$ cat src/rtl/control_sequencer.sv
// Microcoded control unit: T-step counter, CF/ZF flags register, halt latch; decodes opcode per T-step.
// Latency: control strobes are combinational from registered step/flags/halt state; state advances every clk.
// Backpressure: none; only HLT freezes the step counter until rst. Optional feature macro: EARLY_END_EN.
module control_sequencer #(
    parameter int STEPS = 5,
    parameter int OP_W  = 4
) (
    input  logic            clk,
    input  logic            rst,
    input  logic [OP_W-1:0] opcode,
    input  logic            CARRY,
    input  logic            ZERO,
    output logic            HLT,
    output logic            MI,
    output logic            RI,
    output logic            RO,
    output logic            IO,
    output logic            II,
    output logic            AI,
    output logic            AO,
    output logic            EO,
    output logic            SUB,
    output logic            BI,
    output logic            OI,
    output logic            CE,
    output logic            CO,
    output logic            J,
    output logic            FI,
    output logic [2:0]      step,
    output logic            CF,
    output logic            ZF
);

    localparam logic [2:0] LAST_STEP = 3'(STEPS - 1);

    localparam logic [OP_W-1:0] OP_NOP = OP_W'(4'h0);
    localparam logic [OP_W-1:0] OP_LDA = OP_W'(4'h1);
    localparam logic [OP_W-1:0] OP_ADD = OP_W'(4'h2);
    localparam logic [OP_W-1:0] OP_SUB = OP_W'(4'h3);
    localparam logic [OP_W-1:0] OP_STA = OP_W'(4'h4);
    localparam logic [OP_W-1:0] OP_LDI = OP_W'(4'h5);
    localparam logic [OP_W-1:0] OP_JMP = OP_W'(4'h6);
    localparam logic [OP_W-1:0] OP_JC  = OP_W'(4'h7);
    localparam logic [OP_W-1:0] OP_JZ  = OP_W'(4'h8);
    localparam logic [OP_W-1:0] OP_OUT = OP_W'(4'hE);
    localparam logic [OP_W-1:0] OP_HLT = OP_W'(4'hF);

    typedef enum logic {
        ST_RUN  = 1'b0,
        ST_HALT = 1'b1
    } state_t;

    state_t     r_state;
    state_t     w_state_nxt;
    logic [2:0] r_step;
    logic [2:0] w_step_nxt;
    logic [2:0] w_last_step;
    logic       r_cf;
    logic       r_zf;

    assign step = r_step;
    assign CF   = r_cf;
    assign ZF   = r_zf;

    // Microcode decode: one control word per (step, opcode, flags); halted forces HLT only.
    always_comb begin
        HLT = 1'b0; MI = 1'b0; RI = 1'b0; RO = 1'b0; IO  = 1'b0; II = 1'b0;
        AI  = 1'b0; AO = 1'b0; EO = 1'b0; SUB = 1'b0; BI = 1'b0; OI = 1'b0;
        CE  = 1'b0; CO = 1'b0; J  = 1'b0; FI = 1'b0;
        if (r_state == ST_HALT) begin
            HLT = 1'b1;
        end else begin
            case (r_step)
                3'd0: begin CO = 1'b1; MI = 1'b1; end
                3'd1: begin RO = 1'b1; II = 1'b1; CE = 1'b1; end
                3'd2: begin
                    case (opcode)
                        OP_LDA, OP_ADD, OP_SUB, OP_STA: begin IO = 1'b1; MI = 1'b1; end
                        OP_LDI: begin IO = 1'b1; AI = 1'b1; end
                        OP_JMP: begin IO = 1'b1; J  = 1'b1; end
                        // Conditional jumps look only at the latched flags, never live ALU flags.
                        OP_JC:  begin IO = r_cf; J = r_cf; end
                        OP_JZ:  begin IO = r_zf; J = r_zf; end
                        OP_OUT: begin AO = 1'b1; OI = 1'b1; end
                        OP_HLT: HLT = 1'b1;
                        default: ;
                    endcase
                end
                3'd3: begin
                    case (opcode)
                        OP_LDA:         begin RO = 1'b1; AI = 1'b1; end
                        OP_ADD, OP_SUB: begin RO = 1'b1; BI = 1'b1; end
                        OP_STA:         begin AO = 1'b1; RI = 1'b1; end
                        default: ;
                    endcase
                end
                3'd4: begin
                    case (opcode)
                        OP_ADD: begin EO = 1'b1; AI = 1'b1; FI = 1'b1; end
                        OP_SUB: begin EO = 1'b1; AI = 1'b1; SUB = 1'b1; FI = 1'b1; end
                        default: ;
                    endcase
                end
                default: ;
            endcase
        end
    end

    // Final step of the current instruction; with early end, empty trailing steps are skipped.
    always_comb begin
        w_last_step = LAST_STEP;
`ifdef EARLY_END_EN
        case (opcode)
            OP_NOP:                                 w_last_step = 3'd1;
            OP_LDI, OP_JMP, OP_JC, OP_JZ, OP_OUT:   w_last_step = 3'd2;
            OP_LDA, OP_STA:                         w_last_step = 3'd3;
            OP_ADD, OP_SUB:                         w_last_step = 3'd4;
            OP_HLT:                                 w_last_step = LAST_STEP;
            default:                                w_last_step = 3'd1;
        endcase
`endif
    end

    // Next-state: HLT latches the halt state and freezes the counter; otherwise step and wrap.
    always_comb begin
        w_state_nxt = r_state;
        w_step_nxt  = r_step;
        if (r_state == ST_RUN) begin
            if (HLT) begin
                w_state_nxt = ST_HALT;
            end else if (r_step >= w_last_step) begin
                w_step_nxt = 3'd0;
            end else begin
                w_step_nxt = r_step + 3'd1;
            end
        end
    end

    // Step counter and halt state registers; reset wins over halt.
    always_ff @(posedge clk) begin
        if (rst) begin
            r_state <= ST_RUN;
            r_step  <= 3'd0;
        end else begin
            r_state <= w_state_nxt;
            r_step  <= w_step_nxt;
        end
    end

    // Flags register loads the live ALU flags only on FI steps.
    always_ff @(posedge clk) begin
        if (rst) begin
            r_cf <= 1'b0;
            r_zf <= 1'b0;
        end else if (FI) begin
            r_cf <= CARRY;
            r_zf <= ZERO;
        end
    end

endmodule

$ cat config.mk
export PLATFORM = sky130hd
export DESIGN_NAME = control_sequencer
export DESIGN_NICKNAME = d
export VERILOG_FILES = /design/src/rtl/control_sequencer.sv
export SDC_FILE = /design/constraint.sdc
export NUM_CORES = 1
export LEC_CHECK = 0
export CORE_MARGIN = 10
export CORE_UTILIZATION = 30
export DETAILED_ROUTE_END_ITERATION = 8
export PLACE_DENSITY_LB_ADDON = 0.1
export SLEW_MARGIN = 10
export SYNTH_ARGS = -nofsm -noshare
export SYNTH_HDL_FRONTEND = slang
export SYNTH_SLANG_ARGS = --single-unit
$ cat constraint.sdc
create_clock -name clk -period 1.53 [get_ports clk]
set_input_delay 0.459 -clock clk [delete_from_list [all_inputs] [get_ports clk]]
set_output_delay 0.459 -clock clk [all_outputs]
set_load 0.01 [all_outputs]
==> results of run 1 <==
[worst reg2reg max path, stage by stage (launching register included)]
cell and delay [ns]:
dfxtp_4 0.36, buf_6 0.12, ha_4 0.15, buf_4 0.12
nand4b_4 0.10, o21a_1 0.19, buf_4 0.13, buf_4 0.12
buf_4 0.14, o31ai_2 0.17
[cell usage in the layout (no fill, tap or decap), drive strengths merged, types with 2 or more instances in the layout]
cell type,synthesis,final
buf,8,58
nand2,8,8
o31ai,7,7
inv,7,7
dfxtp,6,6
nor2,6,6
ha,5,5
a21oi,5,5
dlygate4sd2,0,4
clkbuf,0,4
nor3,4,4
nand3,3,3
o211ai,3,3
clkdlybuf4s50,0,3
nor3b,3,3
clkdlybuf4s15,0,3
nand4b,2,2
and3b,2,2
nor2b,2,2
o21ai,2,2
[registers in the layout (all words and copies together), names as in the netlist]
| signal | count |
|---|---|
| CF | 1 |
| step | 3 |
| ZF | 1 |
| r_state | 1 |
[per-layer routing]
layer	wire [um]	global-route usage [%]
met5	0	0
met4	34	4.01
met3	90	2.37
met2	1420	22.1
met1	1040	11.5
[worst max-delay path by stage]
stage	end	start	slack [ns]	cells after the start
after floorplan	AO	step[2]	-0.17	6
after global placement	AI	opcode[2]	-1.13	4
after detailed placement	AO	opcode[1]	-1.16	5
after CTS	AI	step[0]	-0.45	6
after global routing	AI	step[1]	-0.54	6
final	AI	step[1]	-0.48	6
[cell type report]
cell class	instances	share of cell area, %
inverter	7	2.22
tap	27	2.40
clock buffer	4	1.87
timing repair buffer	68	37.5
multi-input combinational	62	46.8
sequential	6	9.16
[logic make-up after synthesis]
| kind of cell | after synthesis |
|---|---|
| buffers and inverters | 15 |
| AO/OA/AOI/OAI | 22 |
| flip-flops | 6 |
| adder cells (fa/ha/maj) | 5 |
| XOR/XNOR | 1 |
| AND/OR/NAND/NOR | 34 |
[report_power, final]
part | switching [mW] | internal, mW
Combinational | 0.276 | 0.317
Clock | 0.0624 | 0.0991
Sequential | 0.0204 | 0.175
Total | 0.359 | 0.591
[timing repair]
action,4_1_cts,5_1_grt
endpoints found under the setup margin,27,22
setup buffers,15,3
pin swaps,19,10
resized for setup,126,16
[stage by stage]
stage | cells | hold WS, ns | area, um2 | worst slack [ns]
4_1_cts | 176 | 0.606 | 1370 | -0.448
6_report | 174 | 0.604 | 1410 | -0.483
3_5_place_dp | 160 | 0.612 | 1160 | -1.16
2_1_floorplan | 83 | 0.501 | 692 | -0.170
3_3_place_gp | 160 | 0.607 | 1160 | -1.13
5_1_grt | 174 | 0.626 | 1410 | -0.536
==> qor.csv, run 1 <==
metric,value,unit
crit_family,flip-flops,
synth_edf_count,0,
hp-start,ZF,
synth_area_leader_cell,dfxtp_1,
syn-cell-area,622,um2
layout-drive-gt1-share,71.4,%
firstDrtPassIters,4,
rr_startpoint,step[1],
async_flop_share,0,%
clkLatencyLatePin,0.25,ns
grt_use_total,11.4,%
multi_input_area,658,um2
status,finished with violations,
antenna_found_initial,0,
via_per_inst,4.94,
die_h,65.5,um
fin_util,71.7,%
synth_xor_area_share,1.41,%
num_vias,859,
ys_types,31,
grt_overflow,0,
rows,16,
fmax,0.497,GHz
violations,negative setup slack,
die_w,65.5,um
antenna_left,0,
synthAdderAreaFrac,10.1,%
cp_num_buf_inv,2,
syn_inst,83,
arrival,1.55,ns
leakage,0.638,nW
drc,0,
rsz0062_at_grt,true,
grt_pass1_vias,869,
power,950,uW
cp_slowest_cell,dfxtp_4,
dp_hpwl,1.75,mm
clock-root-buffer,clkbuf_4,
synth.area.top_cells,"dfxtp_1 19%, ha_1 10%, o31ai_1 8.5%",
final-setup-viol-count,19,
numCtsBuffers,3,
num_antenna_cells,0,
setup_tns,-5.66,ns
hold_buffers,0,
tightest_slew,0.293,ns
maxSlewViolCount,0,
cts_max_level,1,
grt_start_max_net_pins,12,
io_pins,29,
yosys.cell_count.top_type,nand2_1,
cts_max_path_buffers,2,
r2r_slack,-0.17,ns
clk_pin_slew,0.06,ns
ys_seq_elements,6,
seq_area_frac_synth,19.3,%
crit_required,1.07,ns
fin_worst_skew,0.0127,ns
period_needed,2.01,ns
crit_type,register to primary output,
wl_per_cell,14.9,um
path_cells,"buf_6, ha_4, and3b_1, o21ai_2, a211oi_2, buf_2",
end_kind,primary output,
synth.area.mux_share,0,%
finalNetCount,161,
synth_compound_area_share,24.3,%
cts_tree,done,
die_area,0.00429,mm2
path_max_fanout,5,
ir_drop,0.000660,V
r2r_cells,9,
synth_common_cells,"8 x nand2_1, 7 x inv_1, 7 x o31ai_1",
gp_congestion,0.840,
io_buffers,28,
r2r_end,step[1],
hold_viol,0,
worstHoldEndpoint,ZF,
hold_depth,3,
ff_latch_area,129,um2
yosys_warnings,0,
dr.first_iter.drc_count,16,
synth_top_area_share,19.3,%
relSlewSlack,80.4,%
crit_path_start_kind,register,
drt_wl_total,2.59,mm
grt_pass1_wl,3.98,mm
power_density,675,mW/mm2
synthToLayoutAreaGrowth,126,%
fin_crit_sh,132,%
synth_simple_gate_area_share,33.2,%
syn-mean-instance-area,7.49,um2
hold_path_class,register to register,
synth_ff_type,dfxtp_1,
clock_sinks,6,
synth.net_count,96,
setup_ws,-0.483,ns
synth_top_family_by_area,simple AND/OR/NAND/NOR gates,
cp_slowest_stage_delay,0.36,ns
maxCapViolations,0,
fill_cells,160,
core,0.00196,mm2
initial_core_util,31.7,%
No activity file was read; power rests on OpenSTA's default activity.
==> run 2, diff against run 1 <==
--- a/config.mk
+++ b/config.mk
@@ -5,10 +5,13 @@
 export SDC_FILE = /design/constraint.sdc
 export NUM_CORES = 1
 export LEC_CHECK = 0
+export CELL_PAD_IN_SITES_DETAIL_PLACEMENT = 2
+export CELL_PAD_IN_SITES_GLOBAL_PLACEMENT = 2
 export CORE_MARGIN = 10
-export CORE_UTILIZATION = 30
+export CORE_UTILIZATION = 19
 export DETAILED_ROUTE_END_ITERATION = 8
-export PLACE_DENSITY_LB_ADDON = 0.1
+export GPL_TIMING_DRIVEN = 0
+export PLACE_DENSITY_LB_ADDON = 0.15
 export SLEW_MARGIN = 10
 export SYNTH_ARGS = -nofsm -noshare
 export SYNTH_HDL_FRONTEND = slang
==> run 2 against run 1 <==
  * The run still ends with negative setup slack left
  * Register-to-register slack gained 0.12 ns
  * Die area grew 39%
  * Final cell count grew 8.0%
  * Power grew 9.3%
  * Worst setup slack lost 0.017 ns
  * Combinational power grew 10%
  * Via count shrank 0.23%
  * Count of clock-buffer cells in the layout is the same
  * Largest cell class unchanged
==> qor.csv, run 2 (synthesized netlist as in run 1, its figures left out) <==
metric,value,unit,change
hold_viol,0,,unchanged
cts_tree,done,,unchanged
crit_type,register to primary output,,unchanged
dp_cells,154,,was 160
hold_buffers,0,,unchanged
setup_tns,-5.50,ns,was -5.66 ns
power_density,726,mW/mm2,was 675 mW/mm2
clock_sinks,6,,unchanged
firstDrtPassIters,3,,was 4
fmax,0.493,GHz,was 0.497 GHz
drc,0,,unchanged
violations,negative setup slack,,unchanged
die_w,77.2,um,was 65.5 um
finalNetCount,158,,was 161
fin_area,0.00143,mm2,was 0.00141 mm2
num_vias,857,,was 859
cts_max_level,1,,unchanged
numCtsBuffers,3,,unchanged
path_max_fanout,4,,was 5
clk_pin_slew,0.06,ns,about the same
core,0.00310,mm2,was 0.00196 mm2
hold_path_class,register to register,,unchanged
antenna_found_initial,0,,unchanged
dpl_cell_area,0.00102,mm2,was 0.00116 mm2
fill_cells,365,,was 160
met1_length,1.37,mm,was 1.04 mm
final_common_cell,buf_4,,unchanged
wl_per_cell,18.6,um,was 14.9 um
cts_max_path_buffers,2,,unchanged
dr_wl_met3,83,um,was 90 um
num_antenna_cells,0,,unchanged
grt_overflow,0,,unchanged
grt_use_total,11.1,%,was 11.4%
layout_common_cells,"21 x buf_4, 18 x buf_6, 15 x buf_2",,"was 34 x buf_4, 15 x buf_2, 9 x buf_6"
crit_path_start_kind,register,,unchanged
rsz0062_at_grt,true,,unchanged
instances_no_fill,188,,was 174
grt_start_max_net_pins,9,,was 12
status,finished with violations,,unchanged
drt_wl_total,3.50,mm,was 2.59 mm
gp_congestion,0.729,,was 0.840
fin_worst_skew,0.0172,ns,was 0.0127 ns
clkLatencyLatePin,0.26,ns,was 0.25 ns
layout-drive-gt1-share,68.8,%,was 71.4%
leakage,0.639,nW,was 0.638 nW
grt_pass1_wl,5.38,mm,was 3.98 mm
grt_pass1_vias,983,,was 869
relSlewSlack,75.6,%,was 80.4%
arrival,1.57,ns,was 1.55 ns
maxCapViolations,0,,unchanged
place_ws,-1.33,ns,was -1.16 ns
met2_length,2.00,mm,was 1.42 mm
final-setup-viol-count,19,,unchanged
initial_core_util,20.0,%,was 31.7%
antenna_left,0,,unchanged
end_kind,primary output,,unchanged
die_area,0.00596,mm2,was 0.00429 mm2
crit_required,1.07,ns,about the same
period_needed,2.03,ns,was 2.01 ns
dp_hpwl,2.03,mm,was 1.75 mm
dr.first_iter.drc_count,22,,was 16
hold-worst-slack,0.504,ns,was 0.604 ns
clock-root-buffer,clkbuf_4,,unchanged
die_h,77.2,um,was 65.5 um
highest_layer,met4,,unchanged
ir_drop,0.000547,V,was 0.000660 V
fin_crit_sh,133,%,was 132%
largest_reg_flops,3,,unchanged
io_pins,29,,unchanged
rows,20,,was 16
tightest_slew,0.366,ns,was 0.293 ns
via_per_inst,4.56,,was 4.94
synthToLayoutAreaGrowth,130,%,was 126%
io_buffers,27,,was 28
maxSlewViolCount,0,,unchanged
setup_ws,-0.500,ns,was -0.483 ns
[run 2: repair_timing]
| item | CTS | global route |
|---|---|---|
| gates cloned | 2 | 0 |
| gates resized for setup | 142 | 10 |
| pin swaps | 18 | 9 |
| setup endpoints to repair | 27 | 18 |
| buffers inserted | 21 | 8 |
[run 2: per-stage QoR]
step / utilization, % / total power, mW
CTS: 42.9 / 0.928
global route: 46.0 / 1.12
detailed placement: 32.8 / 0.585
finish: 46.0 / 1.04
global placement: 32.8 / 0.578
floorplan: - / 0.401
[run 2: worst paths after layout]
kind | startpoint | end | slack, ns | cells past startpoint
hold reg to reg | ZF | ZF | 0.50 | 2
setup / recovery | step[1] | AO | -0.50 | 6
hold / removal | ZF | ZF | 0.50 | 2
setup reg to reg | step[1] | CF | -0.05 | 7
[run 2: per-layer routing]
| layer | track usage [%] | vias to the layer above |
|---|---|---|
| met5 | 0 | - |
| met4 | 3.83 | 0 |
| met3 | 1.40 | 5 |
| met2 | 21.7 | 18 |
| met1 | 11.6 | 412 |
| li1 | - | 422 |
[run 2: critical path, stage by stage, from the launching register on]
cell and delay [ns]:
dfxtp_4 0.41, ha_4 0.16, ha_4 0.14, nor4b_4 0.20, a41oi_2 0.06, nor3b_2 0.19, buf_2 0.15
[run 2: area by class of cell]
| type | count | area [um2] | share of cell area (%) |
|---|---|---|---|
| Buffer | 7 | 71.3 | 4.99 |
| Sequential cell | 6 | 130 | 9.11 |
| Multi-Input combinational cell | 62 | 633 | 44.3 |
| Inverter | 7 | 36.3 | 2.54 |
| Timing Repair Buffer | 58 | 477 | 33.4 |
| Clock buffer | 4 | 26.3 | 1.84 |
| Tap cell | 44 | 55.1 | 3.85 |
[run 2: power by group]
group,switching [mW],internal [mW],total (mW),leakage (nW)
combinational,0.301,0.353,0.654,0.573
clock,0.0756,0.100,0.176,0.0150
sequential,0.0322,0.176,0.208,0.0511
==> run 3, diff against run 2 <==
--- a/config.mk
+++ b/config.mk
@@ -9,9 +9,10 @@
 export CELL_PAD_IN_SITES_GLOBAL_PLACEMENT = 2
 export CORE_MARGIN = 10
 export CORE_UTILIZATION = 19
+export CTS_BUF_LIST = sky130_fd_sc_hd__clkbuf_16
 export DETAILED_ROUTE_END_ITERATION = 8
 export GPL_TIMING_DRIVEN = 0
-export PLACE_DENSITY_LB_ADDON = 0.15
+export PLACE_DENSITY = 0.77
 export SLEW_MARGIN = 10
 export SYNTH_ARGS = -nofsm -noshare
 export SYNTH_HDL_FRONTEND = slang
==> run 3 against run 2 <==
  * The flow still finishes with violations (negative setup slack)
  * Fmax fell by 3.6%
  * Non-clock buffer count increased by 10
  * Core utilization is 7.6 points higher
  * Largest cell class unchanged
  * Largest power group unchanged
==> qor.csv, run 3 (synthesized netlist as in run 1, its figures left out) <==
metric,value,unit,change
status,finished with violations,,unchanged
violations,negative setup slack,,unchanged
num_vias,965,,was 857
fin_worst_skew,0.00458,ns,was 0.0172 ns
grt_use_total,13.7,%,was 11.1%
wl_per_cell,25.1,um,was 18.6 um
initial_core_util,20.0,%,unchanged
crit_required,1.07,ns,about the same
grt_pass1_wl,6.40,mm,was 5.38 mm
power,1.46,mW,was 1.04 mW
clkLatencyLatePin,0.23,ns,was 0.26 ns
die_area,0.00596,mm2,unchanged
dp_hpwl,2.02,mm,was 2.03 mm
fin_crit_sh,138,%,was 133%
io_pins,29,,unchanged
tightest_slew,0.538,ns,was 0.366 ns
crit_type,register to primary output,,unchanged
ir_drop,0.000742,V,was 0.000547 V
instances_no_fill,198,,was 188
power_density,876,mW/mm2,was 726 mW/mm2
core,0.00310,mm2,unchanged
crit_family,simple AND/OR/NAND/NOR gates,,was flip-flops
io_buffers,27,,unchanged
fmax,0.475,GHz,was 0.493 GHz
fill_cells,327,,was 365
leakage,0.731,nW,was 0.639 nW
firstDrtPassIters,3,,unchanged
via_per_inst,4.87,,was 4.56
finalNetCount,168,,was 158
layout-drive-gt1-share,77.3,%,was 68.8%
hold_path_class,register to register,,unchanged
final-setup-viol-count,18,,was 19
hold_viol,0,,unchanged
ff_latch_area,133,um2,was 130 um2
cp_slowest_cell,dfxtp_2,,was dfxtp_4
final_common_cell,buf_4,,unchanged
relSlewSlack,64.2,%,was 75.6%
largest_reg_flops,3,,unchanged
clk_pin_slew,0.04,ns,was 0.06 ns
fin_area,0.00167,mm2,was 0.00143 mm2
maxCapViolations,0,,unchanged
cts_tree,done,,unchanged
rsz0062_at_grt,true,,unchanged
num_antenna_cells,0,,unchanged
hold_buffers,0,,unchanged
grt_pass1_vias,1077,,was 983
dp_cells,154,,unchanged
path_cells,"buf_6, inv_2, ha_4, nor4b_4, a41oi_2, nor3b_2, buf_2",,"was ha_4, ha_4, nor4b_4, a41oi_2, nor3b_2, buf_2"
drc,0,,unchanged
path_max_fanout,4,,unchanged
end_kind,primary output,,unchanged
antenna_left,0,,unchanged
dpl_cell_area,0.00102,mm2,unchanged
grt_overflow,0,,unchanged
crit_path_start_kind,register,,unchanged
maxSlewViolCount,0,,unchanged
cts_max_level,1,,unchanged
cp_num_buf_inv,3,,was 1
numCtsBuffers,3,,unchanged
die_h,77.2,um,unchanged
rows,20,,unchanged
setup_ws,-0.576,ns,was -0.500 ns
period_needed,2.11,ns,was 2.03 ns
arrival,1.65,ns,was 1.57 ns
gp_congestion,0.732,,was 0.729
place_ws,-1.32,ns,was -1.33 ns
clock-root-buffer,clkbuf_16,,was clkbuf_4
grt_start_max_net_pins,9,,unchanged
multi_input_area,697,um2,was 633 um2
antenna_found_initial,0,,unchanged
layout_common_cells,"30 x buf_4, 19 x buf_6, 13 x buf_2",,"was 21 x buf_4, 18 x buf_6, 15 x buf_2"
die_w,77.2,um,unchanged
dr.first_iter.drc_count,34,,was 22
drt_wl_total,4.97,mm,was 3.50 mm
clock_sinks,6,,unchanged
synthToLayoutAreaGrowth,168,%,was 130%
cts_max_path_buffers,2,,unchanged
cp_slowest_stage_delay,0.32,ns,was 0.41 ns
fin_util,53.7,%,was 46.0%
-- run 3: worst min-delay path: cells and delay by family, from the launching register on --
kind,cells,cell delay [ns]
DFF,1,0.37
AOI/OAI and AO/OA,2,0.16
-- run 3: final cells by class --
type	instances	area share (%)
inverters	7	2.03
well taps	44	3.31
plain buffers	7	4.51
repair buffers	68	35.6
flip-flops and latches	6	7.96
multi-input cells	62	41.8
clock inverters	1	0.225
clock buffers	3	4.51
-- run 3: where the power goes --
group          internal [mW]  switching (mW)  total [mW]
clock network          0.339          0.0919       0.431
registers              0.176          0.0297       0.205
logic                  0.439           0.383       0.822
total                  0.953           0.505        1.46
-- run 3: per-layer routing --
metal  part of all wire (%)  GRT usage (%)  vias up  wire (um)
li1                       -              -      442          -
met1                     43           14.6      475       2130
met2                     50           25.7       35       2470
met3                    3.5           2.56       13        172
met4                    3.9           5.29        0        193
met5                      0              0        -          0
-- run 3: timing repair --
action	in CTS	in global routing
pin swaps	17	17
gates resized for setup	133	40
gates cloned	1	0
setup endpoints to repair	26	20
buffers inserted	28	14
-- run 3: through the flow --
step	hold slack, ns	TNS (ns)
floorplan	0.501	-0.617
global placement	0.495	-17.93
detailed placement	0.525	-18.37
CTS	0.529	-4.69
global route	0.582	-7.11
finish	0.583	-6.05
-- run 3: path summary, 6_finish.rpt --
check        slack [ns]      end  cells after the start    start
min                0.58       ZF                      2       ZF
max               -0.58       AO                      7  step[2]
min reg2reg        0.58       ZF                      2       ZF
max reg2reg       -0.04  step[0]                      7  step[1]
